==> config.mk <==
export PLATFORM = sky130hd
export DESIGN_NAME = multicycle_sequencer
export DESIGN_NICKNAME = d
export VERILOG_FILES = /design/src/rtl/multicycle_sequencer.sv
export SDC_FILE = /design/constraint.sdc
export NUM_CORES = 1
export LEC_CHECK = 0
export BUFFER_PORTS_ARGS = -buffer_cell sky130_fd_sc_hd__buf_2
export CAP_MARGIN = 20
export CORE_UTILIZATION = 53
export CTS_BUF_LIST = sky130_fd_sc_hd__clkbuf_4 sky130_fd_sc_hd__clkbuf_8
export DETAILED_ROUTE_END_ITERATION = 7
export PLACE_DENSITY = 0.81
export SLEW_MARGIN = 20
export SYNTH_ARGS = -nofsm -noshare
export SYNTH_HDL_FRONTEND = slang
export SYNTH_SLANG_ARGS = --single-unit
==> constraint.sdc <==
create_clock -name clk -period 4.8 [get_ports clk]
set_clock_uncertainty 0.2 [all_clocks]
set_input_delay 0.24 -clock clk [delete_from_list [all_inputs] [get_ports clk]]
set_output_delay 0.24 -clock clk [all_outputs]
set_load 0.1 [all_outputs]
==> src/rtl/multicycle_sequencer.sv <==
// Multi-cycle RV32I control sequencer: steps one instruction at a time through the shared
// datapath, owns the single memory-port handshake, the memory watchdog and the retire counter.
module multicycle_sequencer #(
  parameter int CNT_W       = 32,
  parameter int MEM_TIMEOUT = 16
) (
  input  logic             clk,
  input  logic             rst_n,
  input  logic             run_i,
  input  logic [6:0]       opcode_i,
  input  logic             branch_taken_i,
  input  logic             mem_ready_i,
  output logic             mem_req_o,
  output logic             mem_we_o,
  output logic             addr_sel_o,
  output logic             ir_write_o,
  output logic             pc_write_o,
  output logic             pc_src_o,
  output logic             alu_src_o,
  output logic             reg_write_o,
  output logic             mem_to_reg_o,
  output logic             busy_o,
  output logic             halt_o,
  output logic [1:0]       trap_cause_o,
  output logic [2:0]       state_o,
  output logic [CNT_W-1:0] instret_o
);

  localparam logic [6:0] OP_R      = 7'b0110011;
  localparam logic [6:0] OP_I      = 7'b0010011;
  localparam logic [6:0] OP_LOAD   = 7'b0000011;
  localparam logic [6:0] OP_STORE  = 7'b0100011;
  localparam logic [6:0] OP_BRANCH = 7'b1100011;
  localparam int         WD_W      = $clog2(MEM_TIMEOUT + 1);

  typedef enum logic [2:0] {
    S_IDLE   = 3'd0,
    S_FETCH  = 3'd1,
    S_DECODE = 3'd2,
    S_EXEC   = 3'd3,
    S_MEM    = 3'd4,
    S_WB     = 3'd5,
    S_TRAP   = 3'd7
  } state_t;

  state_t           state_q, state_d;
  logic [CNT_W-1:0] instret_q, instret_d;
  logic [1:0]       trap_cause_q, trap_cause_d;
  logic [WD_W-1:0]  wdog_q, wdog_d;
  logic             timeout;
  logic             legal_op;
  logic             imm_op;
  state_t           boundary;

  always_ff @(posedge clk or negedge rst_n) begin
    if (!rst_n) begin
      state_q      <= S_IDLE;
      instret_q    <= '0;
      trap_cause_q <= 2'd0;
      wdog_q       <= '0;
    end else begin
      state_q      <= state_d;
      instret_q    <= instret_d;
      trap_cause_q <= trap_cause_d;
      wdog_q       <= wdog_d;
    end
  end

  always_comb begin
    state_d      = state_q;
    trap_cause_d = trap_cause_q;
    mem_req_o    = 1'b0;
    mem_we_o     = 1'b0;
    addr_sel_o   = 1'b0;
    ir_write_o   = 1'b0;
    pc_write_o   = 1'b0;
    pc_src_o     = 1'b0;
    alu_src_o    = 1'b0;
    reg_write_o  = 1'b0;
    mem_to_reg_o = 1'b0;

    legal_op = (opcode_i == OP_R) || (opcode_i == OP_I) || (opcode_i == OP_LOAD) ||
               (opcode_i == OP_STORE) || (opcode_i == OP_BRANCH);
    imm_op   = (opcode_i == OP_I) || (opcode_i == OP_LOAD) || (opcode_i == OP_STORE);
    // The wait cycle that brings the count up to MEM_TIMEOUT abandons the request.
    timeout  = !mem_ready_i && (wdog_q == WD_W'(MEM_TIMEOUT - 1));
    boundary = run_i ? S_FETCH : S_IDLE;

    case (state_q)
      S_IDLE: begin
        if (run_i) state_d = S_FETCH;
      end
      S_FETCH: begin
        mem_req_o = 1'b1;
        if (mem_ready_i) begin
          ir_write_o = 1'b1;
          state_d    = S_DECODE;
        end else if (timeout) begin
          state_d      = S_TRAP;
          trap_cause_d = 2'd2;
        end
      end
      S_DECODE: begin
        if (legal_op) begin
          state_d = S_EXEC;
        end else begin
          state_d      = S_TRAP;
          trap_cause_d = 2'd1;
        end
      end
      S_EXEC: begin
        alu_src_o = imm_op;
        if (opcode_i == OP_BRANCH) begin
          pc_write_o = 1'b1;
          pc_src_o   = branch_taken_i;
          state_d    = boundary;
        end else if ((opcode_i == OP_LOAD) || (opcode_i == OP_STORE)) begin
          state_d = S_MEM;
        end else begin
          state_d = S_WB;
        end
      end
      S_MEM: begin
        mem_req_o  = 1'b1;
        addr_sel_o = 1'b1;
        mem_we_o   = (opcode_i == OP_STORE);
        alu_src_o  = 1'b1;
        if (mem_ready_i) begin
          if (opcode_i == OP_STORE) begin
            pc_write_o = 1'b1;
            state_d    = boundary;
          end else begin
            state_d = S_WB;
          end
        end else if (timeout) begin
          state_d      = S_TRAP;
          trap_cause_d = 2'd2;
        end
      end
      S_WB: begin
        reg_write_o  = 1'b1;
        mem_to_reg_o = (opcode_i == OP_LOAD);
        pc_write_o   = 1'b1;
        state_d      = boundary;
      end
      S_TRAP: begin
        state_d = S_TRAP;
      end
      default: begin
        state_d = S_IDLE;
      end
    endcase

    wdog_d    = (mem_req_o && !mem_ready_i && (state_d == state_q)) ? wdog_q + WD_W'(1) : '0;
    instret_d = pc_write_o ? instret_q + CNT_W'(1) : instret_q;
  end

  assign busy_o       = (state_q != S_IDLE) && (state_q != S_TRAP);
  assign halt_o       = (state_q == S_TRAP);
  assign trap_cause_o = trap_cause_q;
  assign state_o      = state_q;
  assign instret_o    = instret_q;

endmodule

* Word level (Yosys, flattened, before mapping)
Cells that the tools add are included.
** Storage, ports and cells
- Bits in registers :: 42
- Output and inout bits :: 48
- Word-level logic and storage cells :: 69
** Cells by class
- $add $sub $neg :: 2
- Equal/unequal tests :: 17
- Mux-type cells :: 29
- Reduce and logical (&&, ||, !) cells :: 17
** Operators with widths (number)
- adder 32 x 1 -> 32 bit, second input constant :: 1
- two-way mux 3 bit :: 7
- one-hot mux 3 bit (7 select lines) :: 1
- == test 7 x 6 -> 1 bit, second input constant :: 2
- two-way mux 1 bit :: 14
- == test 3 bit, second input constant :: 3
- == test 7 x 2 -> 1 bit, second input constant :: 1
- == test 7 x 5 -> 1 bit, second input constant :: 1
- == test 7 bit, second input constant :: 1
- logical OR 1 bit :: 7
- == test 3 x 2 -> 1 bit, second input constant :: 2
- two-way mux 2 bit :: 3
- adder 5 x 1 -> 5 bit, second input constant :: 1
- == test 5 x 4 -> 1 bit, second input constant :: 1
- two-way mux 5 bit :: 1
- logical AND 1 bit :: 4
- != test 2 bit, second input constant :: 2
- one-hot mux 2 bit (2 select lines) :: 1
- AND reduction 4 bit :: 1
- == test 3 x 1 -> 1 bit, second input constant :: 1
- == test 3 bit :: 1
- zero test 3 bit :: 1
- != test 3 bit, second input constant :: 1
- one-hot mux 1 bit (3 select lines) :: 1
- other kinds (6) :: 6

* Logic depth before layout (Yosys ltp)
- Depth after elaboration :: 10
- Depth in mapped cells :: 8
- Gate-level depth less buffers :: 8

* Least setup slack after synthesis
Ideal clock, no wire load.
- Path kind :: flip-flop to output port
- Start :: register state_q[2] (netlist: state_o[2])
- End :: output port mem_to_reg_o
- Arrival :: 4209 ps
- Path slack :: 151 ps
- Stages on the path, launching flop included :: 4
- Path buffers :: 0
- Path through :: dfrtp_1 -> nor2b_1 -> nand2_1 -> nor4_1
** On the way
- Longest elaborated chain between the ends :: 2
** Ends and longest elaborated chain
- from (decl) :: line 46 : state_t state_q, state_d;
- from (signal assigned) :: line 62 : state_q <= state_d;
- == test 3 bit :: line 89 : case (state_q)
- two-way mux 1 bit :: line 89
- to (decl) :: line 21 : output logic mem_to_reg_o,
No other way between the ends.

* Worst setup path in the final report
- Start :: register state_q[1] (netlist: state_o[1])
- End :: output port pc_write_o
** On the way
- Longest elaborated chain between the ends :: 2
- Elaborated cells between the ends (all ways) :: 4
- Classes of those cells :: eq/ne: 3; mux: 1
** Ends and longest elaborated chain
- == test 3 bit / == test 3 x 2 -> 1 bit (equally long branches) :: line 89
- one-hot mux 1 bit (3 select lines) (*) :: line 89
- to (decl) :: line 17 : output logic pc_write_o,
Mark *: on every way between the ends. The rest lies on a longest branch, timed or not.

==> qor.txt <==
Status: finished clean
IO buf count: 59
Final setup vio count: 0
CP required: 4360 ps
Net count after synthesis: 230
Pwr Density: 496 mW/mm2
Clock Root Buffer: clkbuf_8
Wire length per cell: 13.5 um
Final Cycle Share: 0.558
Drt drc: 0
Inserted Clock Buffers: 5
Post-layout util: 0.691
Final Max Slew Viols: 0
DP Wirelength: 3270 um
Worst IR drop on VDD: 0.530 mV
Largest net degree at the start of global routing: 43
Boundary Pins: 60
Final hold vios: 0
Final worst slack: 2120 ps
Post-cts resize count: 0
Gr ovfl total: 0
CP max FO: 18
Die Height: 66.2 um
DRT Pass-1 Iters: 5
Fill count: 311
Gp weighted congestion: 0.876
Fmax: 374 MHz
Flop pwr share: 0.342
Worst-Skew Late Latency: 290 ps
Maximum clock path buffer count: 2
Asr flop ratio synth: 1.00
Gate power share: 0.478
Place WS: 2220 ps
Top delay family on crit path: buffers and inverters
Mean Syn Cell Area: 10.2 um2
Post-Route WL: 4410 um
Initial antenna violation count: 0
CTS Sinks: 42
Largest stage delay, worst path: 550 ps
Pin slew with the least headroom to its limit: 885 ps
ANT cells: 0
RSZ-0062 raised after global routing: false
Fin cells: 326
Bufs and invs on worst path: 3
Seq/Total Area, Yosys: 0.481
Leakage power: 0.00133 uW
Yosys warning count: 0
Setup TNS: 0 ps
H-tree depth: 2
Sw Share: 0.525
Seq cells post-synth: 42
Core area: 0.00380 mm2
Crit path time final: 2680 ps
Die area: 0.00439 mm2
Final #Nets: 292
Int Power: 619 uW
Clk pwr share: 0.181
Placed cell count: 317
Slowest-stage cell, CP: dfrtp_1
Gr usage total: 0.218
Post-DR vias/cell: 5.52
Clk slew on worst S/H paths: 80 ps
WS Path Type: flop to primary output
Worst setup EP type: primary output
Worst path arrival time: 2240 ps
First-pass GRT wire length: 7110 um
Synth cell types: 38
CP Cell Sequence: nor2b_1 > nand2_1 > inv_1 > a21oi_2 > a21o_1 > inv_2 > buf_2
Area Growth Syn to Fin: 20.1%
Reg-to-reg slack, setup: 2230 ps
Max-Cap Viols: 0
Routed Antenna Nets: 0
Post-Syn Area: 0.00219 mm2
Site Rows: 22
Worst setup SP type: flop
HP Class: input pin to flop
Fraction of layout cells with a size suffix above 1: 0.291
CTS tree: yes
Primary FF master, synth: dfrtp_1
Post-synth EDFFs: 0
Final instance area: 0.00263 mm2
Relative slew margins: 0.410
DRT iter0 DRCs: 168
NetSw: 684 uW
Postcts setup bufs: 0
Starting Density: 0.575
Synth Instances: 215
Via Count: 1801
DP Area: 0.00252 mm2
Vias in the first global route: 1603
Die width: 66.2 um
## layout by cell type, fill, tap and decap left out, types with 2 or more instances in the layout
cell type,count
buf_2,59
dfrtp_1,42
xnor2_1,28
nand3_1,20
nand2_1,18
nand4_1,12
and3_1,11
nor2_1,8
nor2b_1,7
a21oi_1,7
nor3_1,7
inv_1,6
clkbuf_8,6
and2_1,5
xor2_1,5
nand2b_1,4
ha_1,3
or2_2,2
and2b_1,2
a21o_1,2
o21ai_0,2
and3_2,2
a2111oi_4,2
## cell type report
class | instances | area [um2] | area share
multi-input cells | 161 | 1090 | 0.414
flip-flops and latches | 42 | 1050 | 0.400
repair buffers | 60 | 305 | 0.116
clock buffers | 7 | 90.1 | 0.0343
well taps | 48 | 60.1 | 0.0229
inverters | 7 | 26.3 | 0.0100
clock inverters | 1 | 5.00 | 0.00191
## routing by layer
layer	vias to the layer above	wire length (um)	track usage
met1	854	2020	0.289
met2	62	2060	0.349
met5	-	0	0
li1	880	-	-
met3	5	257	0.0431
met4	0	65	0.0904
## power by group through the flow
stage	clock (uW)	combinational [uW]	sequential (uW)
6_report	235	622	445
5_1_grt	256	653	452
4_1_cts	237	625	445
3_5_place_dp	0	624	452
3_3_place_gp	0	619	451
2_1_floorplan	0	373	607
## final timing paths
path | start | end | depth (start not counted)
setup / recovery | state_o[1] | pc_write_o | 7
hold / removal | run_i | state_o[0] | 3
setup reg to reg | state_o[1] | instret_o[22] | 7
hold reg to reg | instret_o[31] | instret_o[31] | 1
max in group asynchronous | rst_n | instret_o[28] | 2
min in group asynchronous | rst_n | instret_o[0] | 2
## metrics by stage
step                hold slack, ps  total power (uW)
floorplan                     -256               980
global placement               216              1070
detailed placement             218              1080
CTS                           58.9              1310
global route                  66.7              1360
finish                        58.3              1300
## worst reg2reg max path: cells and delay by family, from the launching register on
| family | cells | cell delay, ps |
|---|---|---|
| compound gates | 2 | 820 |
| simple gates | 3 | 650 |
| flops | 1 | 550 |
| xor+xnor | 1 | 150 |
| buf+inv | 1 | 130 |
## kinds of logic after synthesis
logic type | synth area share
and+or+nand+nor | 0.263
DFF | 0.481
xor gates and xnor gates | 0.132
AOI/OAI and AO/OA | 0.0853
buffers and inverters | 0.0212
adders and majority gates | 0.0172
## cell usage after synthesis (4+ instances only)
cell,instances,area share
a21oi_1,7,0.016
and2_1,5,0.014
and3_1,11,0.031
clkbuf_1,4,0.0069
dfrtp_1,42,0.48
inv_1,6,0.010
nand2_1,18,0.031
nand2b_1,4,0.011
nand3_1,20,0.046
nand4_1,12,0.034
nor2_1,8,0.014
nor2b_1,7,0.020
nor3_1,7,0.016
xnor2_1,28,0.11
xor2_1,5,0.020
## repair_timing
action / in CTS / in global routing
hold buffers: 1 / 0
hold endpoints to repair: 42 / 0
endpoints found under the setup margin: 0 / 0
## state kept, by name (all words and copies together) (netlist names)
register,count
trap_cause_o,2
instret_o,32
wdog_q,5
state_o,3
Note: power is estimated with default switching activity, not from simulation.
